==> src/rtl/muldiv_unit.sv <==
// rtl/muldiv_unit.sv - iterative RV32M multiply/divide unit (shift-add / restoring divide)
// Optional MULDIV_FAST_MUL_EN: single-cycle array multiplier for MUL/MULH/MULHSU/MULHU.
module muldiv_unit #(
  parameter int XLEN = 32
) (
  input  logic            clk,
  input  logic            rst,
  input  logic            start,
  input  logic [2:0]      op,
  input  logic [XLEN-1:0] SrcA,
  input  logic [XLEN-1:0] SrcB,
  output logic            busy,
  output logic            done,
  output logic [XLEN-1:0] Result
);

  typedef enum logic [1:0] {IDLE, CALC, DONE} state_t;

  localparam int CW = $clog2(XLEN);
  localparam logic [CW-1:0]   LAST    = CW'(XLEN - 1);
  localparam logic [XLEN-1:0] MOST_NEG = {1'b1, {(XLEN-1){1'b0}}};

  state_t          state, state_nx;
  logic [2:0]      op_q;
  logic [XLEN-1:0] acc_hi, acc_lo, opb;
  logic            neg_q, neg_r;
  logic [CW-1:0]   cnt;

  logic            accept, a_signed, b_signed, sa, sb;
  logic [XLEN-1:0] mag_a, mag_b;
  logic            div_zero, ovf, special, fast_mul;
  logic [XLEN-1:0] special_res, fast_res;

  logic [XLEN:0]   sum, trial;
  logic            ge;
  logic [XLEN-1:0] hi_nx, lo_nx;
  logic [2*XLEN-1:0] prod_s;
  logic [XLEN-1:0] q_s, r_s, final_res;

  assign accept   = start && (state != CALC);
  assign a_signed = (op == 3'b001) || (op == 3'b010) || (op == 3'b100) || (op == 3'b110);
  assign b_signed = (op == 3'b001) || (op == 3'b100) || (op == 3'b110);
  assign sa       = a_signed && SrcA[XLEN-1];
  assign sb       = b_signed && SrcB[XLEN-1];
  assign mag_a    = sa ? -SrcA : SrcA;
  assign mag_b    = sb ? -SrcB : SrcB;

  assign div_zero = op[2] && (SrcB == '0);
  assign ovf      = ((op == 3'b100) || (op == 3'b110)) && (SrcA == MOST_NEG) && (SrcB == '1);
  assign special  = div_zero || ovf;
  always_comb begin
    special_res = '0;
    if (div_zero) special_res = op[1] ? SrcA : '1;
    else          special_res = op[1] ? '0 : SrcA;
  end

`ifdef MULDIV_FAST_MUL_EN
  logic signed [XLEN:0]     fa, fb;
  logic signed [2*XLEN-1:0] fp;
  assign fa       = {a_signed && SrcA[XLEN-1], SrcA};
  assign fb       = {b_signed && SrcB[XLEN-1], SrcB};
  assign fp       = fa * fb;
  assign fast_mul = !op[2];
  assign fast_res = (op[1:0] == 2'b00) ? fp[XLEN-1:0] : fp[2*XLEN-1:XLEN];
`else
  assign fast_mul = 1'b0;
  assign fast_res = '0;
`endif

  // Multiply: acc_lo holds the multiplier, shifted out LSB-first as the product fills in.
  // Divide: acc_hi is the partial remainder, acc_lo shifts the dividend out and quotient in.
  assign sum   = {1'b0, acc_hi} + (acc_lo[0] ? {1'b0, opb} : '0);
  assign trial = {acc_hi, acc_lo[XLEN-1]} - {1'b0, opb};
  assign ge    = !trial[XLEN];

  always_comb begin
    hi_nx = {sum[XLEN:1]};
    lo_nx = {sum[0], acc_lo[XLEN-1:1]};
    if (op_q[2]) begin
      hi_nx = ge ? trial[XLEN-1:0] : {acc_hi[XLEN-2:0], acc_lo[XLEN-1]};
      lo_nx = {acc_lo[XLEN-2:0], ge};
    end
  end

  assign prod_s = neg_q ? -{hi_nx, lo_nx} : {hi_nx, lo_nx};
  assign q_s    = neg_q ? -lo_nx : lo_nx;
  assign r_s    = neg_r ? -hi_nx : hi_nx;

  always_comb begin
    final_res = '0;
    case (op_q)
      3'b000:                 final_res = prod_s[XLEN-1:0];
      3'b001, 3'b010, 3'b011: final_res = prod_s[2*XLEN-1:XLEN];
      3'b100, 3'b101:         final_res = q_s;
      default:                final_res = r_s;
    endcase
  end

  always_comb begin
    state_nx = state;
    case (state)
      IDLE, DONE: begin
        if (accept) state_nx = (special || fast_mul) ? DONE : CALC;
        else        state_nx = IDLE;
      end
      CALC:    state_nx = (cnt == LAST) ? DONE : CALC;
      default: state_nx = IDLE;
    endcase
  end

  assign busy = (state == CALC);
  assign done = (state == DONE);

  always_ff @(posedge clk or negedge rst) begin
    if (!rst) begin
      state  <= IDLE;
      op_q   <= '0;
      acc_hi <= '0;
      acc_lo <= '0;
      opb    <= '0;
      neg_q  <= 1'b0;
      neg_r  <= 1'b0;
      cnt    <= '0;
      Result <= '0;
    end else begin
      state <= state_nx;
      if (accept) begin
        op_q   <= op;
        neg_q  <= sa ^ sb;
        neg_r  <= sa;
        cnt    <= '0;
        acc_hi <= '0;
        acc_lo <= op[2] ? mag_a : mag_b;
        opb    <= op[2] ? mag_b : mag_a;
        if (special)       Result <= special_res;
        else if (fast_mul) Result <= fast_res;
      end else if (state == CALC) begin
        acc_hi <= hi_nx;
        acc_lo <= lo_nx;
        cnt    <= cnt + 1'b1;
        if (cnt == LAST) Result <= final_res;
      end
    end
  end

endmodule
==> config.mk <==
export PLATFORM = sky130hd
export DESIGN_NAME = muldiv_unit
export DESIGN_NICKNAME = d
export VERILOG_FILES = /design/src/rtl/muldiv_unit.sv
export SDC_FILE = /design/constraint.sdc
export NUM_CORES = 1
export LEC_CHECK = 0
export CAP_MARGIN = 20
export CORE_MARGIN = 1.5
export CORE_UTILIZATION = 30
export CTS_CLUSTER_DIAMETER = 40
export CTS_CLUSTER_SIZE = 24
export DETAILED_ROUTE_END_ITERATION = 12
export PLACE_DENSITY = 0.43
export SLEW_MARGIN = 20
export SYNTH_ARGS = -nofsm -noshare
export SYNTH_HDL_FRONTEND = slang
export SYNTH_SLANG_ARGS = --single-unit
export TNS_END_PERCENT = 20
==> constraint.sdc <==
create_clock -name clk -period 5.76 [get_ports clk]
set_input_delay 0.864 -clock clk [delete_from_list [all_inputs] [get_ports clk]]
set_output_delay 0.864 -clock clk [all_outputs]
set_load 0.02 [all_outputs]
==> results.ini <==
[synth]
async_flop_share_pct=100
syn-num-nets=2385
synth_edf_count=0
ys_seq_area_share_pct=21.4
syn_area_sq_um=16300
syn_avg_cell_area_sq_um=7.29
ys_seq_elements=140
synthCells=2242
yosys_warnings=0
yosys.cell_types.count=95
ys.flop_type=dfrtp_1

[layout]
fin_cells=3030
nFillCells=5813
fin_nets=2464
drive_gt1_share_pct=7.93
final_cell_mix=266 x nand2_1, 245 x o21ai_0, 195 x a21oi_1
fin_util_pct=35.6
layout_commonest_cell=nand2_1
finalInstanceArea_sq_um=19100
antenna_cells=0
syn2layout_area_growth_pct=17.2

[timing]
drv_slew=0
final-setup-viol-count=0
max_freq_mhz=183
worstMarginPinSlew_ns=1.24
finalHoldViolCount=0
finalWorstPathRequiredPeriod_ns=5.46
skew_ns=0.0107
post-route-period-util_pct=94.8
max_slew_margin_pct=16.3

[placement]
placed_cells=2989
routabilityCongestion=1.02
io_buffer_count=103
place_area_sq_um=18400
dp_hpwl_microns=62200

[global_route]
grt_usage_pct=27.7
overflow=0
grt_pass1_wl_microns=115000
grt_pass1_vias=16982
antenna_found_initial=10
grt_max_degree=98

[clock_tree]
cts.clk_slew.worst_paths_ns=0.06
postCtsHoldBufs=0
root_buffer=clkbuf_16
h-tree-depth=4
numCtsBuffers=17
clk-insertion-delay-late_ns=0.47
clk_path_buf_depth=2
cts_tree=yes
clock_sinks=140

[run]
maxCapViolCount=0

[setup_path]
crit_fanout=8
path_class=reg -> reg
cp.required_ns=6.11
worstSetupStartpointType=flop
arrival_ns=5.81
crit_path_end_kind=flop

[routing]
vias_per_cell=5.86
drc=0
drt_wl_total_microns=78400
drtAntennaViolNets=0
drtIter0Drc=1805
vias=17745
wl_per_cell_microns=25.9
dr.pass1.iters=7

[die]
start_util_pct=30.4
rows=85
io_pins=104
die_w_microns=236
die_y_microns=236
die_area_sq_um=55900
coreArea_sq_um=53800

[status]
status=finished, final reports clean

[min_path]
hp-class=in -> async

cell usage after synthesis, drive strengths merged (39+ instances only):
library cell | count | area share, %
xnor2 | 100 | 5.4
xor2 | 77 | 4.1
a21oi | 197 | 6.0
nand3 | 57 | 1.7
and2 | 44 | 1.7
o21ai | 252 | 7.8
dfrtp | 140 | 21
clkbuf | 103 | 2.4
o211ai | 49 | 2.3
nor2 | 155 | 3.6
mux2i | 47 | 2.9
inv | 68 | 1.6
buf | 39 | 1.2
ha | 71 | 5.4
nand2 | 267 | 6.1
a211oi | 60 | 2.8
nor3 | 59 | 1.9
logic make-up after synthesis:
logic type / Yosys count / synth area share [%]
and+or+nand+nor: 793 / 23.8
xor gates and xnor gates: 177 / 9.48
adders and majority gates: 94 / 6.97
muxes: 49 / 3.02
DFF: 140 / 21.4
buffers and inverters: 211 / 5.16
AOI/OAI and AO/OA: 778 / 30.1
flip-flops by register name (all words and copies together) (netlist names):
name / cells
Result: 32
acc_hi: 32
acc_lo: 32
cnt: 5
neg_q: 1
neg_r: 1
op_q: 3
opb: 32
state: 2
layer usage:
metal / vias up / GRT usage, % / share of wire (%)
met3: 114 / 2.67 / 4.7
met5: - / 0 / 0.051
met1: 8600 / 37.0 / 45
li1: 8407 / - / -
met2: 620 / 45.8 / 47
met4: 4 / 11.1 / 3.9
through the flow:
stage / setup TNS (ns) / hold WS [ns] / setup WS [ns]
3_5_place_dp: -0.599 / 0.477 / -0.286
3_3_place_gp: -0.543 / 0.466 / -0.325
6_report: 0 / 0.418 / 0.300
4_1_cts: 0 / 0.426 / 0.0426
5_1_grt: -0.00256 / 0.459 / -0.00200
2_1_floorplan: 0 / 0.444 / 0.492
worst paths after layout:
kind,cells past startpoint,slack [ns],endpoint,start
max in group asynchronous,2,4.34,opb[7],rst
max,17,0.30,Result[22],acc_lo[0]
max reg2reg,17,0.30,Result[22],acc_lo[0]
min,1,0.42,opb[28],rst
min reg2reg,2,0.49,Result[8],Result[8]
min in group clk,2,0.49,Result[8],Result[8]
area by class of cell:
class	count	area [sq um]	area share [%]
Clock inverter	10	139	0.725
Clock buffer	22	454	2.37
Sequential cell	140	3510	18.3
Timing Repair Buffer	202	1800	9.42
Inverter	69	259	1.35
Tap cell	696	871	4.55
Multi-Input combinational cell	1891	12100	63.3
critical path, stage by stage, from the launching register on:
cell and delay [ns]:
dfrtp_1 0.47, and2_1 0.18, ha_1 0.23, fa_1 0.44
a211oi_1 0.36, o21ai_0 0.33, a31oi_1 0.48, o21bai_1 0.19
xor2_1 0.32, nor4b_1 0.10, a211oi_1 0.82, nor2_1 0.32
nand4b_1 0.18, buf_4 0.18, o21ai_1 0.08, xnor2_1 0.16
o221ai_1 0.16, a221o_1 0.33
what timing repair did:
| action | CTS | global route |
|---|---|---|
| cloned | 0 | 0 |
| buffers inserted | 3 | 5 |
| setup endpoints to repair | 5 | 17 |
| resized for setup | 3 | 10 |
| pin swaps | 1 | 6 |
Power is not shown: default switching activity piles up to over one toggle a cycle in this logic, so the estimate is an artifact.
